File: config.mk
export PLATFORM = sky130hd
export DESIGN_NAME = keypad_scan_ctrl
export DESIGN_NICKNAME = d
export VERILOG_FILES = /design/src/rtl/keypad_pkg.sv /design/src/rtl/key_event_fifo.sv /design/src/rtl/keypad_scan_ctrl.sv
export SDC_FILE = /design/constraint.sdc
export NUM_CORES = 1
export LEC_CHECK = 0
export CAP_MARGIN = 10
export CORE_ASPECT_RATIO = 0.75
export CORE_MARGIN = 2
export CORE_UTILIZATION = 40
export DETAILED_ROUTE_END_ITERATION = 10
export PLACE_DENSITY = 0.61
export SLEW_MARGIN = 20
export SYNTH_ARGS = -nofsm -noshare
export SYNTH_HDL_FRONTEND = slang
export SYNTH_HIERARCHICAL = 1
export SYNTH_SLANG_ARGS = --single-unit
File: constraint.sdc
create_clock -name clk -period 2 [get_ports clk]
set_input_delay 0.4 -clock clk [delete_from_list [all_inputs] [get_ports clk]]
set_output_delay 0.4 -clock clk [all_outputs]
set_load 0.005 [all_outputs]
File: src/rtl/keypad_pkg.sv
`default_nettype none
// ============================================================
// Module   : keypad_pkg
// Purpose  : Shared states, constants and row decode for the keypad scanner.
// Revision : 1.0
// ============================================================
package keypad_pkg;

   typedef enum logic [1:0] {
      IDLE       = 2'd0,
      DEBOUNCE   = 2'd1,
      PRESSED    = 2'd2,
      RELEASE_DB = 2'd3
   } state_t;

   localparam int         KEY_CODE_W             = 4;
   localparam logic [3:0] COL_PATTERN [0:3]      = '{4'b1110, 4'b1101, 4'b1011, 4'b0111};
   localparam logic [3:0] ROWS_IDLE              = 4'b1111;

   // Lowest-indexed low row wins when several rows are down in one column.
   function automatic logic [1:0] row_index(input logic [3:0] rows);
      logic [1:0] idx;
      idx = 2'd3;
      for (int i = 3; i >= 0; i--) begin
         if (!rows[i]) idx = 2'(i);
      end
      return idx;
   endfunction

endpackage
`default_nettype wire

File: src/rtl/key_event_fifo.sv
`default_nettype none
// ============================================================
// Module   : key_event_fifo
// Purpose  : Small synchronous FIFO for key codes with full/empty/drop flags.
// Revision : 1.0
// ============================================================
module key_event_fifo
   import keypad_pkg::*;
#(
   parameter int WIDTH = KEY_CODE_W,
   parameter int DEPTH = 4
) (
   input  logic             clk,
   input  logic             rst_n,
   input  logic             i_push,
   input  logic [WIDTH-1:0] i_data,
   input  logic             i_pop,
   output logic [WIDTH-1:0] o_data,
   output logic             o_full,
   output logic             o_empty,
   output logic             o_drop
);

   localparam int               c_PTR_W   = $clog2(DEPTH);
   localparam logic [c_PTR_W:0] c_PTR_ONE = (c_PTR_W + 1)'(1);

   logic [WIDTH-1:0] r_mem [DEPTH];
   logic [c_PTR_W:0] r_wr_ptr;
   logic [c_PTR_W:0] r_rd_ptr;
   logic             w_pop;
   logic             w_write;

   // Pointers carry one extra wrap bit so full and empty are distinguishable.
   assign o_empty = (r_wr_ptr == r_rd_ptr);
   assign o_full  = (r_wr_ptr[c_PTR_W] != r_rd_ptr[c_PTR_W]) &&
                    (r_wr_ptr[c_PTR_W-1:0] == r_rd_ptr[c_PTR_W-1:0]);
   assign w_pop   = i_pop && !o_empty;
   assign w_write = i_push && (!o_full || w_pop);
   assign o_drop  = i_push && o_full && !w_pop;
   assign o_data  = r_mem[r_rd_ptr[c_PTR_W-1:0]];

   always_ff @(posedge clk or negedge rst_n) begin
      if (!rst_n) begin
         r_wr_ptr <= '0;
         r_rd_ptr <= '0;
         for (int i = 0; i < DEPTH; i++) r_mem[i] <= '0;
      end else begin
         if (w_write) begin
            r_mem[r_wr_ptr[c_PTR_W-1:0]] <= i_data;
            r_wr_ptr                     <= r_wr_ptr + c_PTR_ONE;
         end
         if (w_pop) r_rd_ptr <= r_rd_ptr + c_PTR_ONE;
      end
   end

endmodule
`default_nettype wire

File: src/rtl/keypad_scan_ctrl.sv
`default_nettype none
// ============================================================
// Module   : keypad_scan_ctrl
// Purpose  : 4x4 keypad column scan, row debounce and key-event FIFO.
// Revision : 1.0
// ============================================================
module keypad_scan_ctrl
   import keypad_pkg::*;
#(
   parameter int SCAN_DIV     = 50000,
   parameter int DEBOUNCE_CNT = 20,
   parameter int FIFO_DEPTH   = 4
) (
   input  logic       clk,
   input  logic       rst_n,
   input  logic [3:0] key_r,
   output logic [3:0] key_c,
   output logic [3:0] key_code,
   output logic       key_valid,
   input  logic       key_ready,
   output logic       key_held,
   output logic       overflow
);

   localparam int                   c_DWELL_W    = $clog2(SCAN_DIV);
   localparam logic [c_DWELL_W-1:0] c_DWELL_LAST = c_DWELL_W'(SCAN_DIV - 1);
   localparam logic [c_DWELL_W-1:0] c_DWELL_ONE  = c_DWELL_W'(1);
   localparam logic [7:0]           c_DB_TARGET  = 8'(DEBOUNCE_CNT);

   logic [1:0]            r_rst_sync;
   logic                  w_rst_n;
   logic [3:0]            r_row_meta;
   logic [3:0]            r_rows;
   logic [c_DWELL_W-1:0]  r_dwell;
   logic                  w_tick;

   state_t                r_state, w_state_nxt;
   logic [1:0]            r_col, w_col_nxt;
   logic [3:0]            r_code, w_code_nxt;
   logic [7:0]            r_cnt, w_cnt_nxt, w_cnt_inc;
   logic                  r_held, w_held_nxt;
   logic                  w_push;
   logic                  w_rows_active;
   logic [3:0]            w_sample_code;

   logic                  w_fifo_empty;
   logic                  w_fifo_drop;
   logic                  r_overflow;

   // Reset asserts immediately but releases two clocks later, in step with clk.
   always_ff @(posedge clk or negedge rst_n) begin
      if (!rst_n) r_rst_sync <= 2'b00;
      else        r_rst_sync <= {r_rst_sync[0], 1'b1};
   end
   assign w_rst_n = r_rst_sync[1];

   always_ff @(posedge clk or negedge w_rst_n) begin
      if (!w_rst_n) begin
         r_row_meta <= ROWS_IDLE;
         r_rows     <= ROWS_IDLE;
         r_dwell    <= '0;
      end else begin
         r_row_meta <= key_r;
         r_rows     <= r_row_meta;
         r_dwell    <= w_tick ? '0 : r_dwell + c_DWELL_ONE;
      end
   end

   assign w_tick        = (r_dwell == c_DWELL_LAST);
   assign w_rows_active = (r_rows != ROWS_IDLE);
   assign w_sample_code = {row_index(r_rows), r_col};
   assign w_cnt_inc     = r_cnt + 8'd1;

   always_ff @(posedge clk or negedge w_rst_n) begin
      if (!w_rst_n) begin
         r_state <= IDLE;
         r_col   <= 2'd0;
         r_code  <= 4'd0;
         r_cnt   <= 8'd0;
         r_held  <= 1'b0;
      end else begin
         r_state <= w_state_nxt;
         r_col   <= w_col_nxt;
         r_code  <= w_code_nxt;
         r_cnt   <= w_cnt_nxt;
         r_held  <= w_held_nxt;
      end
   end

   always_comb begin
      w_state_nxt = r_state;
      w_col_nxt   = r_col;
      w_code_nxt  = r_code;
      w_cnt_nxt   = r_cnt;
      w_held_nxt  = r_held;
      w_push      = 1'b0;
      if (w_tick) begin
         unique case (r_state)
            IDLE: begin
               if (w_rows_active) begin
                  w_code_nxt = w_sample_code;
                  w_cnt_nxt  = 8'd1;
                  if (c_DB_TARGET == 8'd1) begin
                     w_push      = 1'b1;
                     w_held_nxt  = 1'b1;
                     w_state_nxt = PRESSED;
                  end else begin
                     w_state_nxt = DEBOUNCE;
                  end
               end else begin
                  w_col_nxt = r_col + 2'd1;
               end
            end
            DEBOUNCE: begin
               // Column is frozen here, so a code match means the same row is still low.
               if (w_rows_active && (w_sample_code == r_code)) begin
                  w_cnt_nxt = w_cnt_inc;
                  if (w_cnt_inc == c_DB_TARGET) begin
                     w_push      = 1'b1;
                     w_held_nxt  = 1'b1;
                     w_state_nxt = PRESSED;
                  end
               end else begin
                  w_cnt_nxt   = 8'd0;
                  w_col_nxt   = r_col + 2'd1;
                  w_state_nxt = IDLE;
               end
            end
            PRESSED: begin
               if (!w_rows_active) begin
                  w_cnt_nxt = 8'd1;
                  if (c_DB_TARGET == 8'd1) begin
                     w_cnt_nxt   = 8'd0;
                     w_held_nxt  = 1'b0;
                     w_col_nxt   = r_col + 2'd1;
                     w_state_nxt = IDLE;
                  end else begin
                     w_state_nxt = RELEASE_DB;
                  end
               end
            end
            RELEASE_DB: begin
               if (!w_rows_active) begin
                  w_cnt_nxt = w_cnt_inc;
                  if (w_cnt_inc == c_DB_TARGET) begin
                     w_cnt_nxt   = 8'd0;
                     w_held_nxt  = 1'b0;
                     w_col_nxt   = r_col + 2'd1;
                     w_state_nxt = IDLE;
                  end
               end else begin
                  w_cnt_nxt   = 8'd0;
                  w_state_nxt = PRESSED;
               end
            end
            default: w_state_nxt = IDLE;
         endcase
      end
   end

   key_event_fifo #(
      .WIDTH (KEY_CODE_W),
      .DEPTH (FIFO_DEPTH)
   ) u_fifo (
      .clk     (clk),
      .rst_n   (w_rst_n),
      .i_push  (w_push),
      .i_data  (r_code),
      .i_pop   (key_ready),
      .o_data  (key_code),
      .o_full  (),
      .o_empty (w_fifo_empty),
      .o_drop  (w_fifo_drop)
   );

   always_ff @(posedge clk or negedge w_rst_n) begin
      if (!w_rst_n) r_overflow <= 1'b0;
      else          r_overflow <= r_overflow | w_fifo_drop;
   end

   assign key_c     = COL_PATTERN[r_col];
   assign key_valid = !w_fifo_empty;
   assign key_held  = r_held;
   assign overflow  = r_overflow;

endmodule
`default_nettype wire
Yosys cells after proc, flatten, opt, wreduce, memory -nomap -nowiden

Index checks and enable logic that the tools add are counted.
Widths: inputs -> output; s select.

Flip-flop bits (word level): 66
Input port bits: 7
Output and inout port bits: 11
Word-level logic and storage cells: 108

Add/subtract/negate cells: 5
$lt $le $gt $ge: 4
Equality and inequality tests: 20
Muxes and demuxes: 40
Bitwise logic cells: 4
Reductions and logical operators: 19

Operator list:

| operator              | number |
|---|---|
| $mux 8                | 5 |
| $pmux 8 s4            | 1 |
| $mux 2                | 12 |
| $mux 4                | 5 |
| $add 16x1->16 const B | 1 |
| $bmux 4 s2            | 2 |
| $bwmux 16             | 1 |
| $eq 16x16->1 const B  | 1 |
| $mux 16               | 1 |
| $ne 2x2->1 const B    | 8 |
| $reduce_and 6->1      | 2 |
| $ge 3x3->1 const B    | 3 |
| $mux 1                | 9 |
| $not 2->3             | 3 |
| $add 8x1->8 const B   | 1 |
| $demux 4 s2           | 1 |
| $eq 8x5->1 const B    | 1 |
| $pmux 2 s4            | 1 |
| $logic_and 1x1->1     | 7 |
| $add 3x1->3 const B   | 2 |
| $ne 3x3->1 const B    | 2 |
| $pmux 2 s3            | 1 |
| $reduce_and 3->1      | 2 |
| $reduce_and 5->1      | 1 |
| 16 further kinds      | 19 |

Longest topological paths before layout

Gate-level depths: netlist of run 1.

Depth after elaboration: 11
Mapped depth: 8

By module

The synthesis of run 1 kept the hierarchy.

By module, submodules not included:

| module           | times used | cells an instance | area each (µm²) | sequential area each (µm²) |
|---|---|---|---|---|
| keypad_scan_ctrl | 1          | 212               | 2,173.3         | 1,111.1 |
| key_event_fifo   | 1          | 81                | 1,236.2         | 550.5 |

Worst setup path before layout of run 1

OpenSTA, ideal clock, no wires.

Path type: register to register
Start point: register r_dwell[11]
End point: register u_fifo/r_mem[0] in the netlist's numbering
Data arrival time: 2.232 ns
Required time: 1.873 ns
Slack: -0.359 ns
Stages on the path, launching flop included: 7
Period minus slack after synthesis: 2.359 ns
Cell sequence: dfrtp_1 or4b_4 nor4_2 and3_1 and2_1 o41ai_4 mux2_1

Word-level cells in the longest chain between the ends: 3

Ends and longest elaborated chain:

| element                       | line                   | RTL |
|---|---|---|
| start, declared               | keypad_scan_ctrl.sv:34 | `logic [c_DWELL_W-1:0] r_dwell;` |
| start signal, assigned        | keypad_scan_ctrl.sv:65 | `r_dwell <= w_tick ? '0 : r_dwell + c_DWELL_ONE;` |
| $eq 16x16->1                  | keypad_scan_ctrl.sv:69 | `assign w_tick = (r_dwell == c_DWELL_LAST);` |
| $mux 1                        | keypad_scan_ctrl.sv:97 | `if (w_tick) begin` |
| net w_push                    | keypad_scan_ctrl.sv:42 | `logic w_push;` |
| $logic_and 1x1->1             | key_event_fifo.sv:38   | `assign w_write = i_push && (!o_full \|\| w_pop);` |
| end signal, assigned by index | key_event_fifo.sv:49   | `r_mem[r_wr_ptr[c_PTR_W-1:0]] <= i_data;` |
| end, declared                 | key_event_fifo.sv:27   | `logic [WIDTH-1:0] r_mem [DEPTH];` |

The timed path passes the listed nets, and every way through them passes these cells.
A chain may end at the register's enable or synchronous reset.

Worst setup path in the final report of run 1

Start point: register r_dwell[7]
End point: register u_fifo/r_mem[0] in the netlist's numbering

The elaborated chain is that of the path after synthesis.

==> metrics.md, run 1 <==
| Metric | Value |
|---|---|
| Crit path cell chain | `or4b_4, nor4_4, and3_4, and2_4, o41ai_4, mux2_4` |
| Commonest non-fill, non-tap cell in the layout | `buf_4` |
| Cell Area, Placed | `4151 µm²` |
| Syn Nets | `311` |
| Initial antenna violation count | `0` |
| Hold Fails Final Rpt | `0` |
| Clk_lat worst skew | `330 ps` |
| Hold Buf Count CTS | `0` |
| Setup Skew | `7.517 ps` |
| Post-Syn Area | `3410 µm²` |
| #FFs+latches synth | `66` |
| Crit path buf inv count | `0` |
| Worst setup EP type | `flip-flop` |
| RSZ-0062 raised after global routing | `true` |
| Synth Area per Inst | `11.64 µm²` |
| DP Wirelength | `5022 µm` |
| Clock Tree Root | `clkbuf_16` |
| Fillcell total | `686` |
| Number of synthesized flops with an enable pin | `0` |
| CP peak stage delay | `580 ps` |
| Worst R2R End | `u_fifo/r_mem[0]` |
| CTS buffer count | `9` |
| Asr flop ratio synth | `100.0%` |
| Floorplan core area | `8382 µm²` |
| WP data required | `2210 ps` |
| Grt ovf | `0` |
| Worst slew pin tran | `657.6 ps` |
| Reg clk slew, reported paths | `50 ps` |
| Synth top area share | `42.57%` |
| R2R cell count | `6` |
| H-Tree Depth | `3` |
| Io pins | `18` |
| GP Congestion | `0.7969` |
| PwrDens | `618.1 nW/µm²` |
| DRT Pass-1 Iters | `4` |
| Non-Filler Instances | `502` |
| Die H | `83.96 µm` |
| Predominant post-synthesis flop cell | `dfrtp_1` |
| Largest net degree at the start of global routing | `65` |
| Critical Path AT | `2450 ps` |
| CP max stage cell | `or4b_4` |
| Initial Utilization | `40.68%` |
| Register area share after synthesis | `48.73%` |
| Post-layout min period | `2238 ps` |
| Via density | `5.060` |
| MaxCap Viol Count | `0` |
| Drt first-iter violations | `117` |
| Tcrit/Tclk final | `111.9%` |
| Most frequent cells in the layout | `65 x buf_4, 56 x dfrtp_1, 24 x nand2_1` |
| Total number of vias | `2540` |
| FF-to-FF Start | `r_dwell[7]` |
| Layout cells sized above 1 | `42.13%` |
| Worst hold slack | `234.4 ps` |
| Area grow syn2layout | `40.55%` |
| TritonCTS clock tree | `yes` |
| First-pass GRT wire length | `12790 µm` |
| ANT cells | `0` |
| Port bufs | `17` |
| Longest Clk Path Bufs | `2` |
| DIE WIDTH | `110.6 µm` |
| Top post-synthesis cells by area | `dfrtp_1 43%, dfstp_2 6.2%, mux2_2 5.0%` |
| Fin. max-slew vios | `0` |
| Peak VDD IR | `0.0004535 V` |
| DRC viols | `0` |
| Leak Pwr | `2.254 nW` |
| Critical Path Start | `r_dwell[7]` |
| Failing checks | `negative setup slack` |
| Max-Slew Margin vs Limit | `55.94%` |
| ANT nets after route | `0` |
| Critical path class | `reg2reg` |
| Hold Path Class | `in2async` |
| Routed WL | `7487 µm` |
| Fin nets | `407` |
| Setup-failing EPs final | `31` |
| Setup ws final | `-237.9 ps` |
| # clock sinks | `66` |
| Top delay family on crit path | `simple AND/OR/NAND/NOR gates` |
| Status | `finished, violations left` |
| Post-synth top area cell | `dfrtp_1` |
| Ys Warns | `6` |
| Max Fclk | `446.8 MHz` |
| DIE AREA | `9286 µm²` |
| Vias in the first global route | `2567` |
| Finished Cell Area | `4792 µm²` |
| Startpoint types | `flip-flop` |
| Critical path depth in cells | `6` |
| CP max FO | `5` |
| Synth cell types | `56` |
| CP endpoint | `u_fifo/r_mem[0]` |
| Synth Instances | `293` |
| Dpl cells | `467` |
| Worst reg2reg setup slack | `-240 ps` |
| Wire per inst | `14.91 µm` |
| Site Rows | `29` |
| GR Util All Layers | `17.42%` |
[per-layer routing]
layer / track usage (%) / routed length (µm)
met5: 0 / 0
met4: 6.136 / 91
met3: 4.575 / 186
met2: 24.54 / 3259
met1: 25.82 / 3950
[what timing repair did]
item,in CTS,in global routing
setup buffers,8,13
resized for setup,25,37
pin swaps,4,12
endpoints found under the setup margin,34,44
[worst min-delay path by stage]
| stage | from | endpoint | slack [ps] |
|---|---|---|---|
| 3_3_place_gp | r_rst_sync[1] | u_fifo/r_wr_ptr[0] | 290 |
| 6_report | rst_n | r_rst_sync[0] | 230 |
| 2_1_floorplan | rst_n | r_rst_sync[0] | 100 |
| 4_1_cts | rst_n | r_rst_sync[0] | 230 |
| 5_1_grt | rst_n | r_rst_sync[0] | 230 |
| 3_5_place_dp | r_rst_sync[1] | u_fifo/r_wr_ptr[0] | 300 |
[area by class of cell]
type | count | area, µm² | share of cell area (%)
multi-input cells | 206 | 1876 | 39.14
repair buffers | 92 | 775.7 | 16.19
well taps | 108 | 135.1 | 2.820
clock buffers | 11 | 232.7 | 4.856
flip-flops and latches | 66 | 1664 | 34.73
inverters | 14 | 52.55 | 1.097
clock inverters | 5 | 56.30 | 1.175
[state kept, by name, indices dropped and copies added (netlist names), 3 cells and up]
name	cells
r_dwell	16
u_fifo/r_mem	16
r_cnt	8
r_code	4
r_row_meta	4
r_rows	4
u_fifo/r_rd_ptr	3
u_fifo/r_wr_ptr	3
[report_power, final]
part	switching [mW]	leakage (nW)	internal, mW
combinational	0.0398	1.24	0.0252
sequential	0.00782	0.878	1.35
clock	0.573	0.139	0.963
[worst reg2reg max path: cells and delay by family (launching register included)]
family / cells / cell delay, ps
compound gates: 1 / 110
simple gates: 4 / 1300
flops: 1 / 380
mux: 1 / 330
[Yosys cell counts, types with 2 or more instances]
master / count
mux2_2: 15
xor2_1: 11
nand4_1: 5
clkbuf_1: 3
and2_1: 7
and3_1: 5
o21ai_1: 2
o221ai_1: 4
a211oi_1: 2
o31ai_1: 5
and4_1: 2
inv_1: 14
dfrtp_1: 58
mux2_1: 4
nor4_1: 3
a31oi_1: 2
nor2b_1: 4
o41ai_4: 4
mux4_2: 4
ha_1: 11
buf_2: 2
nor2_1: 18
nor3_1: 4
nand3_1: 13
a21oi_1: 2
o21ai_0: 9
dfstp_2: 8
or2_2: 2
nand2_1: 26
xnor2_1: 18
[kinds of logic after synthesis]
group           synth area share [%]
fa+ha+maj                      4.037
compound gates                 10.39
mux                            8.917
buf+inv                        2.495
flops                          48.73
xor+xnor                       8.734
other cells                   0.1100
simple gates                   16.59
[through the flow]
step | total power [mW] | setup slack (ps) | utilization, % | TNS, ps
6_report | 2.962 | -237.9 | 57.17 | -4797
5_1_grt | 3.077 | -304.0 | 57.17 | -7558
4_1_cts | 2.992 | -211.6 | 54.43 | -3824
3_5_place_dp | 1.449 | -218.2 | 49.53 | -3913
3_3_place_gp | 1.448 | -199.1 | 49.53 | -3339
2_1_floorplan | 1.411 | -228.9 | - | -3436
(Power assumes the default switching activity.)
==> run 2: changes to the inputs <==
--- a/config.mk
+++ b/config.mk
@@ -8,9 +8,10 @@
 export CAP_MARGIN = 10
 export CORE_ASPECT_RATIO = 0.75
 export CORE_MARGIN = 2
-export CORE_UTILIZATION = 40
+export CORE_UTILIZATION = 55
+export CTS_BUF_LIST = sky130_fd_sc_hd__clkbuf_4 sky130_fd_sc_hd__clkbuf_8
 export DETAILED_ROUTE_END_ITERATION = 10
-export PLACE_DENSITY = 0.61
+export PLACE_DENSITY = 0.79
 export SLEW_MARGIN = 20
 export SYNTH_ARGS = -nofsm -noshare
 export SYNTH_HDL_FRONTEND = slang
==> constraint.sdc (replaced) <==
create_clock -name clk -period 1.82 [get_ports clk]
set_input_delay 0.364 -clock clk [delete_from_list [all_inputs] [get_ports clk]]
set_output_delay 0.364 -clock clk [all_outputs]
set_load 0.005 [all_outputs]
==> metrics.md, run 2 (same netlist as run 1, synthesis figures left out) <==
| Metric | Value |
|---|---|
| Cell Area, Placed | `4250 µm² (+2.4%)` |
| Drt first-iter violations | `209 (+79%)` |
| Total number of vias | `2886 (+14%)` |
| # clock sinks | `66 (unchanged)` |
| Initial antenna violation count | `0 (unchanged)` |
| Clk_lat worst skew | `360 ps (+30 ps)` |
| Most frequent cells in the layout | `74 x buf_4, 56 x dfrtp_1, 19 x nand2_1` |
| Largest net degree at the start of global routing | `65 (unchanged)` |
| MaxCap Viol Count | `0 (unchanged)` |
| Critical path depth in cells | `6 (unchanged)` |
| ANT nets after route | `0 (unchanged)` |
| Fin nets | `424 (+4.2%)` |
| Critical path class | `reg2reg` |
| Startpoint types | `flip-flop` |
| GP Congestion | `0.8536 (+7.1%)` |
| CP peak stage delay | `580 ps (about the same)` |
| RSZ-0062 raised after global routing | `true` |
| Hold Fails Final Rpt | `0 (unchanged)` |
| CP max stage cell | `or4bb_4` |
| Area of the multi-input gates | `2049 µm² (+9.3%)` |
| CP endpoint | `u_fifo/r_mem[0]` |
| Vias in the first global route | `2996 (+17%)` |
| Worst setup EP type | `flip-flop` |
| Crit path cell chain | `or4bb_4, nor4_4, and3_4, and2_4, o41ai_4, mux2_4` |
| Grt ovf | `0 (unchanged)` |
| Leak Pwr | `2.329 nW (+3.3%)` |
| DP Wirelength | `5828 µm (+16%)` |
| Post-layout min period | `2338 ps (+99.74 ps)` |
| Failing checks | `negative setup slack` |
| Non-Filler Instances | `489 (-2.6%)` |
| Io pins | `18 (unchanged)` |
| FF-to-FF Start | `r_dwell[12]` |
| Crit path buf inv count | `0 (unchanged)` |
| Pre-CTS setup slack | `-465.2 ps (-247.0 ps)` |
| Floorplan core area | `5886 µm² (-30%)` |
| DRT Pass-1 Iters | `4 (unchanged)` |
| TritonCTS clock tree | `yes` |
| Routing usage on met2 | `49.41% (+25 points)` |
| PwrDens | `568.7 nW/µm² (-8.0%)` |
| Longest Clk Path Bufs | `2 (unchanged)` |
| Commonest non-fill, non-tap cell in the layout | `buf_4` |
| Worst R2R End | `u_fifo/r_mem[0]` |
| Worst slew pin tran | `804.6 ps (+146.9 ps)` |
| Critical Path AT | `2570 ps (+120 ps)` |
| Clock Tree Root | `clkbuf_8` |
| DIE WIDTH | `94.92 µm (-14%)` |
| R2R cell count | `6 (unchanged)` |
| GRT met3 Usage | `10.90% (+6.3 points)` |
| Site Rows | `24 (-17%)` |
| Routed WL | `10810 µm (+44%)` |
| Setup Skew | `7.034 ps (-0.4830 ps)` |
| Layout cells sized above 1 | `52.31% (+10 points)` |
| Max Fclk | `427.8 MHz (-4.3%)` |
| GR Util All Layers | `30.10% (+13 points)` |
| Top delay family on crit path | `simple AND/OR/NAND/NOR gates` |
| Setup-failing EPs final | `51 (+65%)` |
| Area grow syn2layout | `46.68%` |
| CTS buffer count | `9 (unchanged)` |
| Met1 usage | `36.46% (+11 points)` |
| Register area | `1664 µm² (unchanged)` |
| Critical Path Start | `r_dwell[12]` |
| CP max FO | `5 (unchanged)` |
| H-Tree Depth | `3 (unchanged)` |
| WP data required | `2050 ps (-160 ps)` |
| Dpl cells | `452 (-3.2%)` |
| GR peak layer | `met2` |
| Fin. max-slew vios | `0 (unchanged)` |
| Initial Utilization | `57.93% (+17 points)` |
| Port bufs | `17 (unchanged)` |
| Hold Path Class | `in2async` |
| Via density | `5.902 (+17%)` |
| Peak VDD IR | `0.0005259 V (+16%)` |
| Status | `finished, violations left` |
| First-pass GRT wire length | `15050 µm (+18%)` |
| Worst reg2reg setup slack | `-520 ps (-280 ps)` |
| Setup ws final | `-517.6 ps (-279.7 ps)` |
| ANT cells | `0 (unchanged)` |
| Top Registers | `r_dwell (16), u_fifo/r_mem (16), r_cnt (8)` |
| Reg clk slew, reported paths | `70 ps (+20 ps)` |
| DRC viols | `0 (unchanged)` |
| Hold Buf Count CTS | `0 (unchanged)` |
| Tcrit/Tclk final | `128.4% (+17 points)` |
| Wire per inst | `22.10 µm (+48%)` |
| Finished Cell Area | `5001 µm² (+4.4%)` |
| DIE AREA | `6851 µm² (-26%)` |
| Max-Slew Margin vs Limit | `46.10% (-9.8 points)` |
| Die H | `72.19 µm (-14%)` |
| Fillcell total | `305 (-56%)` |
run 2: cell count changes in the layout (fill, tap and decap cells not counted), moves of 4 or more:
| cell | previous run | this run |
|---|---|---|
| clkbuf_8 | 0 | 10 |
| buf_4 | 65 | 74 |
| clkbuf_16 | 9 | 0 |
| nor2_1 | 18 | 9 |
| buf_6 | 7 | 15 |
| nand2_1 | 24 | 19 |
| nand2_2 | 1 | 6 |
| nor2_4 | 0 | 5 |
| nand3_1 | 12 | 8 |
| nor2_2 | 0 | 4 |
| o21ai_0 | 7 | 3 |
run 2: worst min path at each step:
| stage | from | end | slack [ps] | cells after the start |
|---|---|---|---|---|
| detailed placement | r_rst_sync[1] | r_dwell[15] | 300 | 1 |
| CTS | rst_n | r_rst_sync[1] | 170 | 1 |
| global route | rst_n | r_rst_sync[1] | 170 | 1 |
| global placement | r_rst_sync[1] | r_dwell[15] | 290 | 1 |
| finish | rst_n | r_rst_sync[1] | 180 | 1 |
| floorplan | rst_n | r_rst_sync[0] | 70 | 0 |
run 2: power by group:
group          total (mW)  internal (mW)  leakage (nW)  switching [mW]
logic              0.0815         0.0319          1.34          0.0496
registers            1.49           1.49         0.878         0.00742
clock network        1.27          0.712         0.108           0.558
run 2: metal layers:
metal	vias to the layer above	wire length, µm
li1	1271	-
met1	1477	4359
met2	104	5501
met3	34	589
met4	0	358
met5	-	0
run 2: final cells by class:
| type | count | area share (%) |
|---|---|---|
| multi-input cells | 206 | 40.98 |
| inverters | 14 | 1.151 |
| repair buffers | 109 | 18.64 |
| clock buffers | 13 | 3.202 |
| clock inverters | 3 | 0.8006 |
| flip-flops and latches | 66 | 33.28 |
| well taps | 78 | 1.951 |
run 2: through the flow:
stage / utilization [%] / power [mW] / hold slack (ps) / TNS [ps]
after floorplan: - / 1.551 / 68.41 / -7314
after global placement: 72.22 / 1.593 / 290.7 / -10600
after detailed placement: 72.22 / 1.597 / 300.6 / -13350
after CTS: 80.17 / 2.846 / 171.6 / -13330
after global routing: 84.97 / 2.943 / 166.1 / -19280
final: 84.97 / 2.844 / 180.0 / -17020
run 2: repair_timing:
item	CTS	global route
setup buffers	15	15
setup endpoints to repair	53	56
pin swaps	9	17
gates resized for setup	68	55
gates cloned	0	0
==> run 3: changes to the inputs <==
--- a/config.mk
+++ b/config.mk
@@ -9,7 +9,7 @@
 export CORE_ASPECT_RATIO = 0.75
 export CORE_MARGIN = 2
 export CORE_UTILIZATION = 55
-export CTS_BUF_LIST = sky130_fd_sc_hd__clkbuf_4 sky130_fd_sc_hd__clkbuf_8
+export CTS_BUF_LIST = sky130_fd_sc_hd__clkbuf_8
 export DETAILED_ROUTE_END_ITERATION = 10
 export PLACE_DENSITY = 0.79
 export SLEW_MARGIN = 20
==> metrics.md, run 3 (same netlist as run 1, synthesis figures left out) <==
| Metric | Value |
|---|---|
| Status | `finished, violations left` |
| Failing checks | `negative setup slack` |
| Final core occ | `83.91% (-1.1 points)` |
| Grt ovf | `0 (unchanged)` |
| Peak VDD IR | `0.0005443 V (+3.5%)` |
| Post-layout min period | `2311 ps (-26.97 ps)` |
| Worst reg2reg setup slack | `-490 ps (+30 ps)` |
| First-pass GRT wire length | `15350 µm (+2.0%)` |
| Routed WL | `10060 µm (-6.9%)` |
| DP Wirelength | `5828 µm (unchanged)` |
| Total number of vias | `2856 (-1.0%)` |
| Commonest non-fill, non-tap cell in the layout | `buf_4` |
| CP max stage cell | `or4bb_4` |
| Critical path class | `reg2reg` |
| MaxCap Viol Count | `0 (unchanged)` |
| DRT Pass-1 Iters | `4 (unchanged)` |
| Reg clk slew, reported paths | `70 ps (about the same)` |
| H-Tree Depth | `3 (unchanged)` |
| DIE AREA | `6851 µm² (unchanged)` |
| Initial antenna violation count | `1 (+1)` |
| Total power | `2.783 mW (-2.2%)` |
| Critical Path AT | `2550 ps (-20 ps)` |
| WP data required | `2060 ps (about the same)` |
| Fin nets | `423 (-0.24%)` |
| CTS buffer count | `9 (unchanged)` |
| Worst hold slack | `179.6 ps (-0.4580 ps)` |
| Non-Filler Instances | `489 (unchanged)` |
| Pre-CTS setup slack | `-465.2 ps (unchanged)` |
| Worst slew pin tran | `691.4 ps (-113.1 ps)` |
| Clock Tree Root | `clkbuf_8` |
| DIE WIDTH | `94.92 µm (unchanged)` |
| Worst setup EP type | `flip-flop` |
| Floorplan core area | `5886 µm² (unchanged)` |
| Crit path cell chain | `or4bb_4, nor4_4, and3_4, and2_4, o41ai_4, mux2_1` |
| Clk_lat worst skew | `360 ps (about the same)` |
| RSZ-0062 raised after global routing | `true` |
| R2R cell count | `6 (unchanged)` |
| CP max FO | `5 (unchanged)` |
| Tcrit/Tclk final | `127.0% (-1.5 points)` |
| TritonCTS clock tree | `yes` |
| Leak Pwr | `2.305 nW (-1.0%)` |
| Setup-failing EPs final | `51 (unchanged)` |
| Top Registers | `r_dwell (16), u_fifo/r_mem (16), r_cnt (8)` |
| CP peak stage delay | `590 ps (about the same)` |
| Wire per inst | `20.58 µm (-6.9%)` |
| Initial Utilization | `57.93% (unchanged)` |
| Io pins | `18 (unchanged)` |
| Area grow syn2layout | `44.84%` |
| Most frequent cells in the layout | `72 x buf_4, 56 x dfrtp_1, 21 x nand2_1` |
| Max Fclk | `432.8 MHz (+1.2%)` |
| Largest net degree at the start of global routing | `65 (unchanged)` |
| Fin. max-slew vios | `0 (unchanged)` |
| Site Rows | `24 (unchanged)` |
| Layout cells sized above 1 | `49.76% (-2.6 points)` |
| Setup ws final | `-490.7 ps (+26.97 ps)` |
| Drt first-iter violations | `133 (-36%)` |
| GP Congestion | `0.8536 (unchanged)` |
| DRC viols | `0 (unchanged)` |
| ANT nets after route | `0 (unchanged)` |
| Fillcell total | `311 (+2.0%)` |
| Port bufs | `17 (unchanged)` |
| Startpoint types | `flip-flop` |
| Hold Buf Count CTS | `0 (unchanged)` |
| Setup Skew | `10.45 ps (+3.421 ps)` |
| PwrDens | `563.4 nW/µm² (-0.92%)` |
| # clock sinks | `66 (unchanged)` |
| Hold Path Class | `in2async` |
| Vias in the first global route | `3019 (+0.77%)` |
| Max-Slew Margin vs Limit | `53.68% (+7.6 points)` |
| GR Util All Layers | `30.76% (+0.66 points)` |
| Longest Clk Path Bufs | `2 (unchanged)` |
| Hold Fails Final Rpt | `0 (unchanged)` |
| Via density | `5.840 (-1.0%)` |
| Die H | `72.19 µm (unchanged)` |
| Dpl cells | `452 (unchanged)` |
-- run 3: cell types whose count changed in the layout (fill, tap and decap cells not counted), sizes merged --
cell,delta
clkdlybuf4s50,-1
clkbuf,-4
diode,+1
buf,+1
inv,+3
-- run 3: worst paths after layout --
kind	start	end
min in group clk	r_row_meta[0]	r_rows[0]
max	r_dwell[12]	u_fifo/r_mem[2]
max in group asynchronous	r_rst_sync[1]	r_rows[3]
min reg2reg	r_rst_sync[1]	r_dwell[15]
min	rst_n	r_rst_sync[1]
max reg2reg	r_dwell[12]	u_fifo/r_mem[2]
-- run 3: through the flow --
step,setup TNS (ps),area [µm²]
after floorplan,-7314,3447
final,-16210,4938
after detailed placement,-13350,4250
after CTS,-13630,4755
after global routing,-19390,4938
after global placement,-10600,4250
-- run 3: layer usage --
layer | routed length (µm) | up-vias | global-route usage [%]
li1 | - | 1265 | -
met1 | 4044 | 1465 | 37.11
met2 | 5228 | 95 | 52.01
met3 | 484 | 31 | 8.307
met4 | 305 | 0 | 14.01
met5 | 0 | - | 0
-- run 3: what timing repair did --
item / 4_1_cts / 5_1_grt
resized for setup: 78 / 48
pin swaps: 12 / 17
endpoints found under the hold margin: 0 / 0
setup endpoints to repair: 54 / 58
setup buffers: 20 / 12
-- run 3: area by class of cell --
type,instances,area (µm²),area share [%]
Antenna cell,1,2.502,0.05067
Clock buffer,10,137.6,2.787
Timing Repair Buffer,108,929.6,18.82
Sequential cell,66,1664,33.70
Multi-Input combinational cell,206,1998,40.46
Inverter,14,57.56,1.165
Clock inverter,6,51.30,1.039
Tap cell,78,97.59,1.976
-- run 3: critical path, delay by kind of cell (launching register included) --
kind	cells	cell delay (ps)
compound gates	1	100
simple gates	4	1340
mux	1	350
flops	1	400
-- run 3: where the power goes --
group | switching [mW] | internal, mW | total (mW)
registers | 0.00771 | 1.49 | 1.49
clock network | 0.559 | 0.650 | 1.21
logic | 0.0488 | 0.0316 | 0.0804
